### src/rtl/schedule_issue_queue_if.sv
`default_nettype none
// ============================================================================
// Module   : schedule_issue_queue_if
// Brief    : Decode-to-execute issue queue bundle with writeback and status.
// Revision : 1.0 - initial release
// ============================================================================
interface schedule_issue_queue_if #(
    parameter int DEPTH     = 4,
    parameter int PAYLOAD_W = 96
);
    localparam int c_CNT_W = $clog2(DEPTH + 1);

    logic                 FLUSH;
    logic                 STALL;
    logic                 MEM_WAIT;
    logic                 IN_VALID;
    logic                 IN_READY;
    logic [PAYLOAD_W-1:0] IN_PAYLOAD;
    logic [4:0]           IN_RD;
    logic                 IN_RD_WE;
    logic [4:0]           IN_RS1;
    logic [4:0]           IN_RS2;
    logic                 OUT_VALID;
    logic                 OUT_READY;
    logic [PAYLOAD_W-1:0] OUT_PAYLOAD;
    logic [4:0]           OUT_RD;
    logic                 OUT_RD_WE;
    logic                 WB_VALID;
    logic [4:0]           WB_RD;
    logic [c_CNT_W-1:0]   COUNT;
    logic                 HAZARD;

    modport master (
        output FLUSH, STALL, MEM_WAIT,
        output IN_VALID, IN_PAYLOAD, IN_RD, IN_RD_WE, IN_RS1, IN_RS2,
        input  IN_READY,
        input  OUT_VALID, OUT_PAYLOAD, OUT_RD, OUT_RD_WE,
        output OUT_READY,
        output WB_VALID, WB_RD,
        input  COUNT, HAZARD
    );

    modport slave (
        input  FLUSH, STALL, MEM_WAIT,
        input  IN_VALID, IN_PAYLOAD, IN_RD, IN_RD_WE, IN_RS1, IN_RS2,
        output IN_READY,
        output OUT_VALID, OUT_PAYLOAD, OUT_RD, OUT_RD_WE,
        input  OUT_READY,
        input  WB_VALID, WB_RD,
        output COUNT, HAZARD
    );
endinterface
`default_nettype wire

### src/rtl/schedule_issue_queue.sv
`default_nettype none
// ============================================================================
// Module   : schedule_issue_queue
// Brief    : In-order issue queue with a 32-entry register busy scoreboard.
// Revision : 1.0 - initial release
// ============================================================================
module schedule_issue_queue #(
    parameter int DEPTH     = 4,
    parameter int PAYLOAD_W = 96
) (
    input  wire                    CLK,
    input  wire                    RST,
    schedule_issue_queue_if.slave  bus
);
    localparam int c_PTR_W = $clog2(DEPTH);
    localparam int c_CNT_W = $clog2(DEPTH + 1);

    logic [PAYLOAD_W-1:0] r_payload [DEPTH];
    logic [4:0]           r_rd      [DEPTH];
    logic                 r_rd_we   [DEPTH];
    logic [4:0]           r_rs1     [DEPTH];
    logic [4:0]           r_rs2     [DEPTH];

    logic [c_PTR_W-1:0]   r_head;
    logic [c_PTR_W-1:0]   r_tail;
    logic [c_CNT_W-1:0]   r_count;
    logic [31:0]          r_busy;
    logic [31:0]          w_busy_nxt;

    logic w_empty;
    logic w_full;
    logic w_in_ready;
    logic w_hazard;
    logic w_out_valid;
    logic w_push;
    logic w_pop;

    assign w_empty = (r_count == '0);
    assign w_full  = (r_count == c_CNT_W'(DEPTH));

    // Ready looks only at COUNT, so a full queue never accepts even while popping.
    assign w_in_ready = ~w_full & ~bus.MEM_WAIT & ~bus.FLUSH;

    assign w_hazard = r_busy[r_rs1[r_head]] | r_busy[r_rs2[r_head]]
                    | (r_rd_we[r_head] & r_busy[r_rd[r_head]]);

    assign w_out_valid = ~w_empty & ~w_hazard & ~bus.STALL & ~bus.MEM_WAIT & ~bus.FLUSH;

    assign w_push = bus.IN_VALID & w_in_ready;
    assign w_pop  = w_out_valid & bus.OUT_READY;

    assign bus.IN_READY    = w_in_ready;
    assign bus.OUT_VALID   = w_out_valid;
    assign bus.HAZARD      = ~w_empty & w_hazard;
    assign bus.COUNT       = r_count;
    assign bus.OUT_PAYLOAD = w_empty ? '0   : r_payload[r_head];
    assign bus.OUT_RD      = w_empty ? 5'd0 : r_rd[r_head];
    assign bus.OUT_RD_WE   = w_empty ? 1'b0 : r_rd_we[r_head];

    // Entry storage needs no reset: empty slots are masked by COUNT.
    always_ff @(posedge CLK) begin
        if (w_push) begin
            r_payload[r_tail] <= bus.IN_PAYLOAD;
            r_rd[r_tail]      <= bus.IN_RD;
            r_rd_we[r_tail]   <= bus.IN_RD_WE;
            r_rs1[r_tail]     <= bus.IN_RS1;
            r_rs2[r_tail]     <= bus.IN_RS2;
        end
    end

    always_ff @(posedge CLK) begin
        if (RST || bus.FLUSH) begin
            r_head  <= '0;
            r_tail  <= '0;
            r_count <= '0;
        end else begin
            if (w_push) begin
                r_tail <= r_tail + c_PTR_W'(1);
            end
            if (w_pop) begin
                r_head <= r_head + c_PTR_W'(1);
            end
            case ({w_push, w_pop})
                2'b10:   r_count <= r_count + c_CNT_W'(1);
                2'b01:   r_count <= r_count - c_CNT_W'(1);
                default: r_count <= r_count;
            endcase
        end
    end

    // Set is applied after clear so an issuing writer wins over a completing one.
    always_comb begin
        w_busy_nxt = r_busy;
        if (bus.WB_VALID) begin
            w_busy_nxt[bus.WB_RD] = 1'b0;
        end
        if (w_pop && r_rd_we[r_head] && (r_rd[r_head] != 5'd0)) begin
            w_busy_nxt[r_rd[r_head]] = 1'b1;
        end
    end

    always_ff @(posedge CLK) begin
        if (RST || bus.FLUSH) begin
            r_busy <= '0;
        end else if (!bus.MEM_WAIT) begin
            r_busy <= w_busy_nxt;
        end
    end
endmodule
`default_nettype wire

### src/flat_wrapper.sv
// flat-port wrapper written by rule: the top's interface ports become plain ports
module schedule_issue_queue_flat 
#(
    parameter int DEPTH     = 4,
    parameter int PAYLOAD_W = 96
)
  (CLK, RST, bus_FLUSH, bus_STALL, bus_MEM_WAIT, bus_IN_VALID, bus_IN_PAYLOAD, bus_IN_RD, bus_IN_RD_WE, bus_IN_RS1, bus_IN_RS2, bus_IN_READY, bus_OUT_VALID, bus_OUT_PAYLOAD, bus_OUT_RD, bus_OUT_RD_WE, bus_OUT_READY, bus_WB_VALID, bus_WB_RD, bus_COUNT, bus_HAZARD);
  schedule_issue_queue_if #(.DEPTH(DEPTH), .PAYLOAD_W(PAYLOAD_W)) bus_i ();
  input  wire CLK;
  input  wire RST;
  input wire logic [$bits(bus_i.FLUSH)-1:0] bus_FLUSH;
  input wire logic [$bits(bus_i.STALL)-1:0] bus_STALL;
  input wire logic [$bits(bus_i.MEM_WAIT)-1:0] bus_MEM_WAIT;
  input wire logic [$bits(bus_i.IN_VALID)-1:0] bus_IN_VALID;
  input wire logic [$bits(bus_i.IN_PAYLOAD)-1:0] bus_IN_PAYLOAD;
  input wire logic [$bits(bus_i.IN_RD)-1:0] bus_IN_RD;
  input wire logic [$bits(bus_i.IN_RD_WE)-1:0] bus_IN_RD_WE;
  input wire logic [$bits(bus_i.IN_RS1)-1:0] bus_IN_RS1;
  input wire logic [$bits(bus_i.IN_RS2)-1:0] bus_IN_RS2;
  output wire logic [$bits(bus_i.IN_READY)-1:0] bus_IN_READY;
  output wire logic [$bits(bus_i.OUT_VALID)-1:0] bus_OUT_VALID;
  output wire logic [$bits(bus_i.OUT_PAYLOAD)-1:0] bus_OUT_PAYLOAD;
  output wire logic [$bits(bus_i.OUT_RD)-1:0] bus_OUT_RD;
  output wire logic [$bits(bus_i.OUT_RD_WE)-1:0] bus_OUT_RD_WE;
  input wire logic [$bits(bus_i.OUT_READY)-1:0] bus_OUT_READY;
  input wire logic [$bits(bus_i.WB_VALID)-1:0] bus_WB_VALID;
  input wire logic [$bits(bus_i.WB_RD)-1:0] bus_WB_RD;
  output wire logic [$bits(bus_i.COUNT)-1:0] bus_COUNT;
  output wire logic [$bits(bus_i.HAZARD)-1:0] bus_HAZARD;
  assign bus_i.FLUSH = bus_FLUSH;
  assign bus_i.STALL = bus_STALL;
  assign bus_i.MEM_WAIT = bus_MEM_WAIT;
  assign bus_i.IN_VALID = bus_IN_VALID;
  assign bus_i.IN_PAYLOAD = bus_IN_PAYLOAD;
  assign bus_i.IN_RD = bus_IN_RD;
  assign bus_i.IN_RD_WE = bus_IN_RD_WE;
  assign bus_i.IN_RS1 = bus_IN_RS1;
  assign bus_i.IN_RS2 = bus_IN_RS2;
  assign bus_IN_READY = bus_i.IN_READY;
  assign bus_OUT_VALID = bus_i.OUT_VALID;
  assign bus_OUT_PAYLOAD = bus_i.OUT_PAYLOAD;
  assign bus_OUT_RD = bus_i.OUT_RD;
  assign bus_OUT_RD_WE = bus_i.OUT_RD_WE;
  assign bus_i.OUT_READY = bus_OUT_READY;
  assign bus_i.WB_VALID = bus_WB_VALID;
  assign bus_i.WB_RD = bus_WB_RD;
  assign bus_COUNT = bus_i.COUNT;
  assign bus_HAZARD = bus_i.HAZARD;
  schedule_issue_queue #(.DEPTH(DEPTH), .PAYLOAD_W(PAYLOAD_W)) u_core (.CLK(CLK), .RST(RST), .bus(bus_i));
endmodule
### config.mk
export PLATFORM = sky130hd
export DESIGN_NAME = schedule_issue_queue_flat
export DESIGN_NICKNAME = d
export VERILOG_FILES = /design/src/rtl/schedule_issue_queue_if.sv /design/src/rtl/schedule_issue_queue.sv /design/src/flat_wrapper.sv
export SDC_FILE = /design/constraint.sdc
export NUM_CORES = 1
export LEC_CHECK = 0
export CAP_MARGIN = 10
export CORE_ASPECT_RATIO = 1.25
export CORE_MARGIN = 2
export CORE_UTILIZATION = 56
export CTS_BUF_LIST = sky130_fd_sc_hd__clkbuf_4 sky130_fd_sc_hd__clkbuf_8
export DETAILED_ROUTE_END_ITERATION = 16
export HOLD_SLACK_MARGIN = 0.02
export PLACE_DENSITY = 0.83
export SLEW_MARGIN = 20
export SYNTH_ARGS = -nofsm -noshare
export SYNTH_HDL_FRONTEND = slang
export SYNTH_SLANG_ARGS = --single-unit
### constraint.sdc
create_clock -name CLK -period 11 [get_ports CLK]
set_clock_uncertainty 0.15 [all_clocks]
set_input_delay 1.1 -clock CLK [delete_from_list [all_inputs] [get_ports CLK]]
set_output_delay 1.1 -clock CLK [all_outputs]
set_load 0.02 [all_outputs]
==> flow_metrics.env <==
export IMPL_synth_edf_count=448
export IMPL_drive_gt1_share_pct=20.2
export IMPL_critPathArrivalTime_ps=4960
export IMPL_yosysWarnings=0
export IMPL_multi_input_area_sq_um=5070
export IMPL_detail_route_antenna_nets=0
export IMPL_hold_class="reg -> reg"
export IMPL_synthFlopType="edfxtp_1"
export IMPL_drtIter0Drc=1039
export IMPL_num_vias=10600
export IMPL_holdWs_ps=362
export IMPL_p_leak_nw=7.42
export IMPL_use_met2_pct=39.3
export IMPL_dieHeight_um=213
export IMPL_layout_nets=1409
export IMPL_syn_nets=1147
export IMPL_grt_first_pass_wirelength_um=64200
export IMPL_synthDistinctLibCells=49
export IMPL_setup_viol=0
export IMPL_regArea_sq_um=14300
export IMPL_setup_tns_ps=0
export IMPL_synthCells=1016
export IMPL_dieWidth_um=171
export IMPL_rsz0062_at_grt="no"
export IMPL_netlist_area_sq_um=19600
export IMPL_ys_seq_area_share_pct=72.8
export IMPL_postLayoutCellArea_sq_um=23900
export IMPL_cts_buffers=74
export IMPL_via_per_inst=5.87
export IMPL_max_freq_mhz=161
export IMPL_async_reset_ff_share_pct=0
export IMPL_required_ps=9750
export IMPL_top_usage_layer="met2"
export IMPL_pre_cts_slack_ps=5020
export IMPL_setup_slack_ps=4790
export IMPL_cts_post_setup_buffers_inserted=0
export IMPL_maxCapViolCount=0
export IMPL_tritoncts="yes"
export IMPL_ios=233
export IMPL_dieArea_sq_um=36500
export IMPL_grt_ovfl_total=0
export IMPL_core_area_sq_um=34500
export IMPL_cellPowerDensity_nw_per_um2=154
export IMPL_post_route_period_util_pct=56.4
export IMPL_crit_type="reg -> out"
export IMPL_avgSynthCellArea_sq_um=19.3
export IMPL_grt_antenna_before_repair=6
export IMPL_htreeDepth=3
export IMPL_status="complete, no violations"
export IMPL_grt_pass1_vias=11200
export IMPL_rows=76
export IMPL_grt_max_degree=78
export IMPL_grt_total_usage_pct=23.8
export IMPL_synth_seq_cells=489
export IMPL_place_congestion=0.887
export IMPL_crit_path_end_kind="primary output"
export IMPL_relSlewSlack_pct=28.3
export IMPL_finalCriticalPeriod_ps=6210
export IMPL_hpwl_um=26900
export IMPL_cts_buffer_depth=3
export IMPL_cts_sinks=489
export IMPL_initial_core_util_pct=56.8
export IMPL_clkLatencyLatePin_ps=600
export IMPL_cts_root_buffer="clkbuf_8"
export IMPL_start_kind="register"
export IMPL_port_buffer_count=232
export IMPL_hold_buffers=0
export IMPL_power_mw=3.66
export IMPL_postPlaceCellArea_sq_um=22400
export IMPL_fillCellCount=2122
export IMPL_worst_slew_pin_slew_ps=1080
export IMPL_drc=0
export IMPL_dr_pass1_iters=5
export IMPL_grt_use_met1_pct=29.9
export IMPL_slew_violations=0
export IMPL_detail_route_wl_per_cell_um=23.6
export IMPL_syn2layout_area_growth_pct=21.7
export IMPL_path_max_fanout=52
export IMPL_irDropWorstVdd_mv=0.110
export IMPL_drt_wl_total_um=42600
export IMPL_cts_resized=0
export IMPL_hold_viol=0
export IMPL_grtUsageMet3_pct=6.27
export IMPL_clk_transition_reported_paths_ps=60
## worst max-delay path, cell delays in order (launching register included)
cell and delay (ps):
dfxtp_4 610, buf_4 720, buf_6 650, mux4_2 660, nor2_1 270, nand2_1 110, o21ai_0 160, a211oi_1 80
nand2_1 210, and3_1 180, clkdlybuf4s50_1 600
## metrics by stage
step	instances	util [%]
2_1_floorplan	1016	-
3_3_place_gp	1670	64.8
3_5_place_dp	1670	64.8
4_1_cts	1799	69.1
5_1_grt	1803	69.1
6_report	1805	69.2
## synthesized netlist by cell type, drive strengths merged (7+ instances only)
cell type / number / area share, %
nand2: 26 / 0.54
o211ai: 32 / 1.2
inv: 8 / 0.15
o21ai: 7 / 0.18
nor2: 20 / 0.38
mux2i: 38 / 1.9
o31ai: 31 / 1.2
edfxtp: 448 / 69
mux4: 117 / 13
mux2: 7 / 0.40
nor2b: 108 / 3.4
dfxtp: 41 / 4.2
buf: 30 / 0.82
clkbuf: 27 / 0.52
## logic make-up (layout without fill, tap and decap cells)
| family | after synthesis | count (layout) | synth area share (%) |
|---|---|---|---|
| other | 0 | 6 | 0 |
| flip-flops | 489 | 489 | 72.8 |
| XOR/XNOR | 3 | 3 | 0.134 |
| AO/OA/AOI/OAI | 99 | 99 | 3.71 |
| multiplexers | 162 | 162 | 15.8 |
| adder cells (fa/ha/maj) | 6 | 6 | 0.421 |
| buffers and inverters | 65 | 380 | 1.49 |
| AND/OR/NAND/NOR | 192 | 192 | 5.68 |
## layer usage
metal  part of all wire [%]  up-vias  wire, um
met5                  0.031        -        13
met4                    3.4        2      1450
met3                    7.9       99      3370
met2                     52      470     22000
met1                     37     5348     15800
li1                       -     4669         -
## state kept, by name, summed over array words and instances, names as in the netlist, named ones only
signal,count
u_core.r_rs1,20
u_core.r_tail,2
u_core.r_rd_we,4
u_core.r_payload,384
u_core.r_head,2
u_core.bus.COUNT,3
u_core.r_rd,20
u_core.r_busy,32
u_core.r_rs2,20
## power breakdown
part / internal [mW] / switching [mW] / leakage [nW]
sequential: 2.04 / 0.00359 / 4.38
clock: 0.821 / 0.655 / 0.777
combinational: 0.0707 / 0.0722 / 2.26
total: 2.93 / 0.731 / 7.42
## worst paths after layout
check | from | end | slack, ps | cells after the start
min | u_core.r_tail[1] | u_core.r_tail[1] | 360 | 2
min reg2reg | u_core.r_tail[1] | u_core.r_tail[1] | 360 | 2
max reg2reg | register | u_core.bus.COUNT[2] | 5480 | 16
max | register | bus_OUT_VALID | 4790 | 10
## cell usage in the layout (no fill, tap or decap), drive strengths merged, types with 3 or more instances in the layout
| master | n |
|---|---|
| diode | 6 |
| mux2 | 7 |
| mux2i | 38 |
| edfxtp | 448 |
| nand2b | 4 |
| nand3 | 4 |
| nor2b | 108 |
| a21oi | 6 |
| ha | 5 |
| clkinv | 17 |
| a211oi | 5 |
| mux4 | 117 |
| o21ai | 7 |
| inv | 8 |
| and2 | 3 |
| nor4 | 3 |
| a22oi | 4 |
| o31ai | 31 |
| o211ai | 32 |
| clkdlybuf4s50 | 232 |
| dfxtp | 41 |
| nand2 | 26 |
| and3 | 6 |
| nor2 | 20 |
| buf | 11 |
| clkbuf | 107 |
| clkinvlp | 3 |
| or2 | 4 |
| nand3b | 5 |
## area by class of cell
cell class	count	share of cell area, %
Antenna cell	6	0.0629
Multi-Input combinational cell	462	21.2
Inverter	8	0.126
Sequential cell	489	59.8
Timing Repair Buffer	243	10.1
Clock inverter	22	0.639
Clock buffer	107	5.57
Tap cell	468	2.45
No activity file was read; power rests on OpenSTA's default activity.
